$ cat src/rtl/enemy_control.sv
`default_nettype none
// ============================================================================
// Module   : enemy_control
// Brief    : Frame-paced spawn/draw/update sequencer for the enemy datapath.
// Revision : 1.0 - initial release
// ============================================================================
module enemy_control #(
    parameter int unsigned FRAME_DIV       = 833333,
    parameter int unsigned SPEED_INIT      = 1,
    parameter int unsigned SPEED_MAX       = 7,
    parameter int unsigned LIVES_INIT      = 3,
    parameter int unsigned KILLS_PER_LEVEL = 8,
    parameter int unsigned X_MAX           = 151
) (
    input  logic       clk,
    input  logic       reset,
    input  logic       start,
    input  logic       hit,
    input  logic       bottomReached,
    input  logic       drawDone,
    output logic       inResetState,
    output logic       inUpdatePositionState,
    output logic [7:0] enemyXIn,
    output logic [2:0] speed,
    output logic       drawReq,
    output logic [1:0] lives,
    output logic [7:0] kills,
    output logic       gameOver
);

    localparam int unsigned c_FRAME_W = $clog2(FRAME_DIV);

    localparam logic [c_FRAME_W-1:0] c_FRAME_LAST = c_FRAME_W'(FRAME_DIV - 1);
    localparam logic [2:0]           c_SPEED_INIT = 3'(SPEED_INIT);
    localparam logic [2:0]           c_SPEED_MAX  = 3'(SPEED_MAX);
    localparam logic [1:0]           c_LIVES_INIT = 2'(LIVES_INIT);
    localparam logic [7:0]           c_X_MAX      = 8'(X_MAX);
    localparam logic [7:0]           c_X_WRAP     = 8'(X_MAX + 1);
    localparam logic [7:0]           c_LFSR_SEED  = 8'hA5;
    // Right-shift Galois mask for x^8+x^6+x^5+x^4+1
    localparam logic [7:0]           c_LFSR_TAPS  = 8'hB8;

    localparam logic [2:0] c_IDLE       = 3'd0;
    localparam logic [2:0] c_SPAWN      = 3'd1;
    localparam logic [2:0] c_DRAW       = 3'd2;
    localparam logic [2:0] c_WAIT_FRAME = 3'd3;
    localparam logic [2:0] c_UPDATE     = 3'd4;
    localparam logic [2:0] c_CHECK      = 3'd5;
    localparam logic [2:0] c_GAME_OVER  = 3'd6;

    logic [2:0]           r_state;
    logic [2:0]           w_stateNext;
    logic [c_FRAME_W-1:0] r_frameCnt;
    logic                 r_hitPending;
    logic [7:0]           r_lfsr;
    logic [7:0]           r_enemyX;
    logic [7:0]           r_kills;
    logic [2:0]           r_speed;
    logic [1:0]           r_lives;

    logic                 w_hitNow;
    logic                 w_enterSpawn;
    logic                 w_enterWait;
    logic                 w_restart;
    logic                 w_levelUp;
    logic [7:0]           w_killsInc;
    logic [1:0]           w_livesDec;
    logic [7:0]           w_spawnX;
    logic [7:0]           w_lfsrNext;

    // A hit landing in CHECK itself must count for that CHECK
    assign w_hitNow     = r_hitPending | hit;
    assign w_killsInc   = r_kills + 8'd1;
    assign w_livesDec   = r_lives - 2'd1;
    assign w_levelUp    = ((32'(w_killsInc) % KILLS_PER_LEVEL) == 32'd0);
    assign w_enterSpawn = (w_stateNext == c_SPAWN);
    assign w_enterWait  = (r_state == c_DRAW) && drawDone;
    assign w_restart    = (r_state == c_GAME_OVER) && start;
    assign w_spawnX     = (r_lfsr <= c_X_MAX) ? r_lfsr : (r_lfsr - c_X_WRAP);
    assign w_lfsrNext   = {1'b0, r_lfsr[7:1]} ^ (r_lfsr[0] ? c_LFSR_TAPS : 8'h00);

    always_comb begin
        w_stateNext = r_state;
        case (r_state)
            c_IDLE: begin
                if (start) begin
                    w_stateNext = c_SPAWN;
                end
            end
            c_SPAWN: begin
                w_stateNext = c_DRAW;
            end
            c_DRAW: begin
                if (drawDone) begin
                    w_stateNext = c_WAIT_FRAME;
                end
            end
            c_WAIT_FRAME: begin
                if (r_frameCnt == c_FRAME_LAST) begin
                    w_stateNext = c_UPDATE;
                end
            end
            c_UPDATE: begin
                w_stateNext = c_CHECK;
            end
            c_CHECK: begin
                if (w_hitNow) begin
                    w_stateNext = c_SPAWN;
                end else if (bottomReached) begin
                    w_stateNext = (w_livesDec == 2'd0) ? c_GAME_OVER : c_SPAWN;
                end else begin
                    w_stateNext = c_DRAW;
                end
            end
            c_GAME_OVER: begin
                if (start) begin
                    w_stateNext = c_SPAWN;
                end
            end
            default: begin
                w_stateNext = c_IDLE;
            end
        endcase
    end

    always_ff @(posedge clk or posedge reset) begin
        if (reset) begin
            r_state <= c_IDLE;
        end else begin
            r_state <= w_stateNext;
        end
    end

    always_ff @(posedge clk or posedge reset) begin
        if (reset) begin
            r_frameCnt <= '0;
        end else if (w_enterWait) begin
            r_frameCnt <= '0;
        end else if (r_state == c_WAIT_FRAME) begin
            r_frameCnt <= r_frameCnt + c_FRAME_W'(1);
        end
    end

    always_ff @(posedge clk or posedge reset) begin
        if (reset) begin
            r_hitPending <= 1'b0;
        end else if (w_enterSpawn) begin
            r_hitPending <= 1'b0;
        end else if (hit && (r_state != c_IDLE) && (r_state != c_GAME_OVER)) begin
            r_hitPending <= 1'b1;
        end
    end

    // Column is captured from the pre-advance LFSR value on SPAWN entry
    always_ff @(posedge clk or posedge reset) begin
        if (reset) begin
            r_lfsr   <= c_LFSR_SEED;
            r_enemyX <= 8'd0;
        end else begin
            r_lfsr <= w_lfsrNext;
            if (w_enterSpawn) begin
                r_enemyX <= w_spawnX;
            end
        end
    end

    always_ff @(posedge clk or posedge reset) begin
        if (reset) begin
            r_kills <= 8'd0;
            r_speed <= c_SPEED_INIT;
            r_lives <= c_LIVES_INIT;
        end else if (w_restart) begin
            r_kills <= 8'd0;
            r_speed <= c_SPEED_INIT;
            r_lives <= c_LIVES_INIT;
        end else if (r_state == c_CHECK) begin
            if (w_hitNow) begin
                r_kills <= w_killsInc;
                if (w_levelUp && (r_speed < c_SPEED_MAX)) begin
                    r_speed <= r_speed + 3'd1;
                end
            end else if (bottomReached) begin
                r_lives <= w_livesDec;
            end
        end
    end

    assign inResetState          = (r_state == c_SPAWN);
    assign inUpdatePositionState = (r_state == c_UPDATE);
    assign drawReq               = (r_state == c_DRAW);
    assign gameOver              = (r_state == c_GAME_OVER);
    assign enemyXIn              = r_enemyX;
    assign speed                 = r_speed;
    assign lives                 = r_lives;
    assign kills                 = r_kills;

endmodule
`default_nettype wire
$ cat config.mk
export PLATFORM = sky130hd
export DESIGN_NAME = enemy_control
export DESIGN_NICKNAME = d
export VERILOG_FILES = /design/src/rtl/enemy_control.sv
export SDC_FILE = /design/constraint.sdc
export NUM_CORES = 1
export LEC_CHECK = 0
export CORE_MARGIN = 2
export CORE_UTILIZATION = 30
export DETAILED_ROUTE_END_ITERATION = 8
export GPL_TIMING_DRIVEN = 0
export SYNTH_ARGS = -nofsm -noshare
export SYNTH_HDL_FRONTEND = slang
export SYNTH_SLANG_ARGS = --single-unit
$ cat constraint.sdc
create_clock -name clk -period 2.4 [get_ports clk]
set_input_delay 0.48 -clock clk [delete_from_list [all_inputs] [get_ports clk]]
set_output_delay 0.48 -clock clk [all_outputs]
set_load 0.02 [all_outputs]
==> metrics.txt <==
# TYPE chip_impl_metric gauge
chip_impl_info{name="run_status",value="finished clean"} 1
chip_impl_info{name="synthTopCellsByArea",value="dfrtp_1, dfstp_2, xnor2_1"} 1
chip_impl_metric{name="finalInstanceArea",unit="µm²"} 3230
chip_impl_metric{name="ctsLongestPathBuffers",unit=""} 2
chip_impl_metric{name="floorplan.initialDensity",unit=""} 0.307
chip_impl_metric{name="fin_crit_sh",unit=""} 0.953
chip_impl_metric{name="power.share.clock",unit=""} 0.267
chip_impl_metric{name="seq_power_share",unit=""} 0.483
chip_impl_metric{name="timing.max_cap.violations",unit=""} 0
chip_impl_metric{name="via_count_normalized_by_instance_count",unit=""} 4.80
chip_impl_metric{name="cp_slowest_stage_delay",unit="ns"} 0.60
chip_impl_metric{name="dpl.hpwl",unit="µm"} 3680
chip_impl_metric{name="synth_top_area_share",unit=""} 0.435
chip_impl_metric{name="netlist_instances",unit=""} 265
chip_impl_metric{name="placement.cell_area",unit="µm²"} 3100
chip_impl_metric{name="clock_tree.htree_level_count",unit=""} 2
chip_impl_info{name="cts-root-buf",value="clkbuf_8"} 1
chip_impl_info{name="combinational_family_with_the_most_area_after_synthesis",value="simple AND/OR/NAND/NOR gates"} 1
chip_impl_metric{name="cp.required",unit="ns"} 1.92
chip_impl_info{name="cts_tree",value="built"} 1
chip_impl_metric{name="portBuffers",unit=""} 30
chip_impl_metric{name="post-route-util",unit=""} 0.374
chip_impl_info{name="global_route.peak_usage_layer",value="met2"} 1
chip_impl_metric{name="async_reset_ff_frac",unit=""} 1.00
chip_impl_metric{name="global_route.overflow_total",unit=""} 0
chip_impl_metric{name="synthXorXnorAreaFrac",unit=""} 0.0992
chip_impl_info{name="min_from",value="r_lfsr[1]"} 1
chip_impl_metric{name="ctsHoldBuffers",unit=""} 0
chip_impl_metric{name="i_o_pin_total",unit=""} 31
chip_impl_metric{name="compound_cell_area_share_of_the_yosys_netlist",unit=""} 0.0643
chip_impl_metric{name="dr.first_iter.drc_count",unit=""} 84
chip_impl_metric{name="route.vias.total",unit=""} 1989
chip_impl_metric{name="grt_use_met1",unit=""} 0.147
chip_impl_metric{name="count_of_state_elements_after_synthesis",unit=""} 53
chip_impl_metric{name="layout.cells.non_filler",unit=""} 414
chip_impl_info{name="worst_setup_path_startpoint",value="r_state[0]"} 1
chip_impl_metric{name="crit_path_buf_inv_count",unit=""} 1
chip_impl_metric{name="worst_ep_arrival_time",unit="ns"} 1.81
chip_impl_metric{name="post_synth_mux_area_share",unit=""} 0.0520
chip_impl_metric{name="path_max_fanout",unit=""} 12
chip_impl_metric{name="antenna_cells_inserted",unit=""} 0
chip_impl_metric{name="fin_skew",unit="ns"} 0.00983
chip_impl_metric{name="yosys.cell_types.count",unit=""} 42
chip_impl_metric{name="grt_pass1_wl",unit="µm"} 9000
chip_impl_info{name="hold_class",value="flop to flop"} 1
chip_impl_metric{name="syn-num-nets",unit=""} 278
chip_impl_metric{name="whs",unit="ns"} 0.391
chip_impl_metric{name="gp_congestion",unit=""} 0.729
chip_impl_metric{name="grt_max_degree",unit=""} 41
chip_impl_metric{name="synth-edff-count",unit=""} 0
chip_impl_info{name="cp-start-kind",value="flop"} 1
chip_impl_metric{name="drc",unit=""} 0
chip_impl_metric{name="fmax",unit="MHz"} 437
chip_impl_metric{name="sw_frac_of_total",unit=""} 0.325
chip_impl_info{name="unrepaired_setup_endpoints_after_global_routing",value="no"} 1
chip_impl_metric{name="finalHoldViolCount",unit=""} 0
chip_impl_metric{name="postSynthAreaPerCell",unit="µm²"} 9.99
chip_impl_metric{name="synth-adder-area-share",unit=""} 0.0331
chip_impl_metric{name="p_sw",unit="µW"} 681
chip_impl_metric{name="synth.cell_area",unit="µm²"} 2650
chip_impl_metric{name="total_die_area",unit="µm²"} 9590
chip_impl_metric{name="power_per_cell_area",unit="nW/µm²"} 650
chip_impl_metric{name="layout-area-overhead-vs-synth",unit="%"} 22.0
chip_impl_metric{name="synthesis.yosys.warnings",unit=""} 0
chip_impl_metric{name="fp-row-count",unit=""} 34
chip_impl_info{name="path_cells",value="nor2b_1 -> and2_1 -> clkdlybuf4s50_1"} 1
chip_impl_metric{name="number_of_antenna_violations_at_the_first_check_in_global_routing",unit=""} 0
chip_impl_metric{name="nNetsFinal",unit=""} 318
chip_impl_metric{name="internal_power",unit="mW"} 1.42
chip_impl_metric{name="tightestPinTransition",unit="ns"} 0.447
chip_impl_metric{name="timing.slew.headroom",unit=""} 0.699
chip_impl_metric{name="grt_pass1_vias",unit=""} 1916
chip_impl_metric{name="global_route.usage.met2",unit=""} 0.192
chip_impl_metric{name="clk_transition_reported_paths",unit="ns"} 0.11
chip_impl_metric{name="floorplan.die.height",unit="µm"} 97.9
chip_impl_metric{name="vdd.ir_drop.worst",unit="µV"} 374
chip_impl_metric{name="drt-wirelength-per-cell",unit="µm"} 12.6
chip_impl_metric{name="synthSimpleGateAreaFrac",unit=""} 0.209
chip_impl_metric{name="post_route_ant_nets",unit=""} 0
chip_impl_info{name="criticalPathCategory",value="flop to output port"} 1
chip_impl_metric{name="finalCriticalPeriod",unit="ns"} 2.29
chip_impl_metric{name="setup_viol",unit=""} 0
chip_impl_metric{name="share_comb_of_total_power",unit=""} 0.250
chip_impl_info{name="netlist_top_cells_count",value="dfrtp_1, nor2_1, nand2_1"} 1
chip_impl_info{name="worst_path_max_delay_cell",value="clkdlybuf4s50_1"} 1
chip_impl_info{name="synth.most_common_cell",value="dfrtp_1"} 1
chip_impl_info{name="commonest_register_cell_after_synthesis",value="dfrtp_1"} 1
chip_impl_metric{name="placeableCoreArea",unit="µm²"} 8640
chip_impl_metric{name="clock-sinks",unit=""} 53
chip_impl_info{name="yosys.area.top_type",value="dfrtp_1"} 1
chip_impl_metric{name="final_number_of_max_transition_violations",unit=""} 0
chip_impl_metric{name="drt_first_pass_iters",unit=""} 4
chip_impl_metric{name="share_of_the_yosys_chip_area_belonging_to_registers",unit=""} 0.504
chip_impl_metric{name="die-width",unit="µm"} 97.9
chip_impl_metric{name="power.static_leakage",unit="nW"} 1.44
chip_impl_info{name="r2r-start",value="lives[1]"} 1
chip_impl_metric{name="fraction_of_final_layout_cells_sized_beyond_drive_strength_1",unit=""} 0.101
chip_impl_metric{name="inserted_clock_buffers",unit=""} 5
chip_impl_metric{name="wire_length_reported_by_the_detailed_router",unit="µm"} 5220
chip_impl_info{name="endpoint_kind",value="output port"} 1
chip_impl_metric{name="groute.usage.overall",unit=""} 0.113
chip_impl_metric{name="clock_latency",unit="ns"} 0.32
chip_impl_info{name="cp_top_family",value="buffers and inverters"} 1
chip_impl_metric{name="place.detailed.instances",unit=""} 404
chip_impl_metric{name="use_met3",unit=""} 0.0243
path summary, 6_finish.rpt:
path | endpoint | slack (ns) | cells after the start
setup reg to reg | enemyXIn[1] | 0.20 | 8
hold reg to reg | r_lfsr[0] | 0.39 | 0
hold / removal | r_lfsr[0] | 0.39 | 0
min in group asynchronous | enemyXIn[2] | 0.42 | 2
max in group asynchronous | lives[0] | 1.39 | 3
setup / recovery | inResetState | 0.11 | 3
power groups by stage:
stage	Combinational, mW	Sequential [mW]	Clock (mW)
floorplan	0.372	1.00	0
global placement	0.490	1.01	0
detailed placement	0.501	1.01	0
CTS	0.473	1.01	0.581
global route	0.577	1.02	0.618
finish	0.525	1.01	0.561
sequential cells by signal, indices dropped and copies added, names as in the netlist:
register	flops
kills	8
lives	2
r_state	3
r_hitPending	1
enemyXIn	8
r_frameCnt	20
r_lfsr	8
speed	3
through the flow:
stage                     total power, mW  setup WS [ns]  TNS (ns)
after floorplan                      1.37          0.150         0
after global placement               1.50         -0.472    -22.92
after detailed placement             1.51         -0.232     -1.34
after CTS                            2.07         0.0627         0
after global routing                 2.22         0.0173         0
final                                2.10          0.112         0
routing by layer:
layer | routed length (µm) | share of wire
met1 | 2450 | 0.47
met2 | 2520 | 0.48
met3 | 189 | 0.036
met4 | 63 | 0.012
met5 | 0 | 0
repair_timing:
action,CTS,global route
buffers inserted,0,3
pin swaps,1,1
resized for setup,1,0
endpoints found under the setup margin,4,6
logic make-up (layout without fill, tap and decap cells):
| logic type | count (synthesis) | count (layout) |
|---|---|---|
| AND/OR/NAND/NOR | 110 | 110 |
| AO/OA/AOI/OAI | 27 | 27 |
| multiplexers | 13 | 13 |
| adder cells (fa/ha/maj) | 7 | 7 |
| flip-flops | 53 | 53 |
| buffers and inverters | 25 | 66 |
| XOR/XNOR | 30 | 30 |
placed cells by master, fill, tap and decap left out, types with 3 or more instances in the layout:
master and count:
dfrtp_1 46, or3_1 4, clkbuf_1 7, ha_1 7
and2_1 3, mux2_2 5, and3_1 7, nand2b_1 5
xnor2_1 16, inv_1 13, buf_4 3, clkbuf_8 5
xor2_1 14, mux2i_1 7, a21oi_1 7, a31oi_1 4
nand2_1 23, dfstp_2 7, o21ai_0 5, nor4_1 3
nor3_1 11, nor2_1 32, clkdlybuf4s50_1 29, nor2b_1 3
nand4_1 4, nand3_1 6
final cells by class:
cell class | count | area [µm²]
flip-flops and latches | 53 | 1340
clock inverters | 3 | 28.8
plain buffers | 10 | 43.8
inverters | 14 | 52.6
repair buffers | 34 | 354
well taps | 108 | 135
clock buffers | 5 | 68.8
multi-input cells | 187 | 1210
fillers | 884 | 5410
Power figures use the tool's default switching activity.
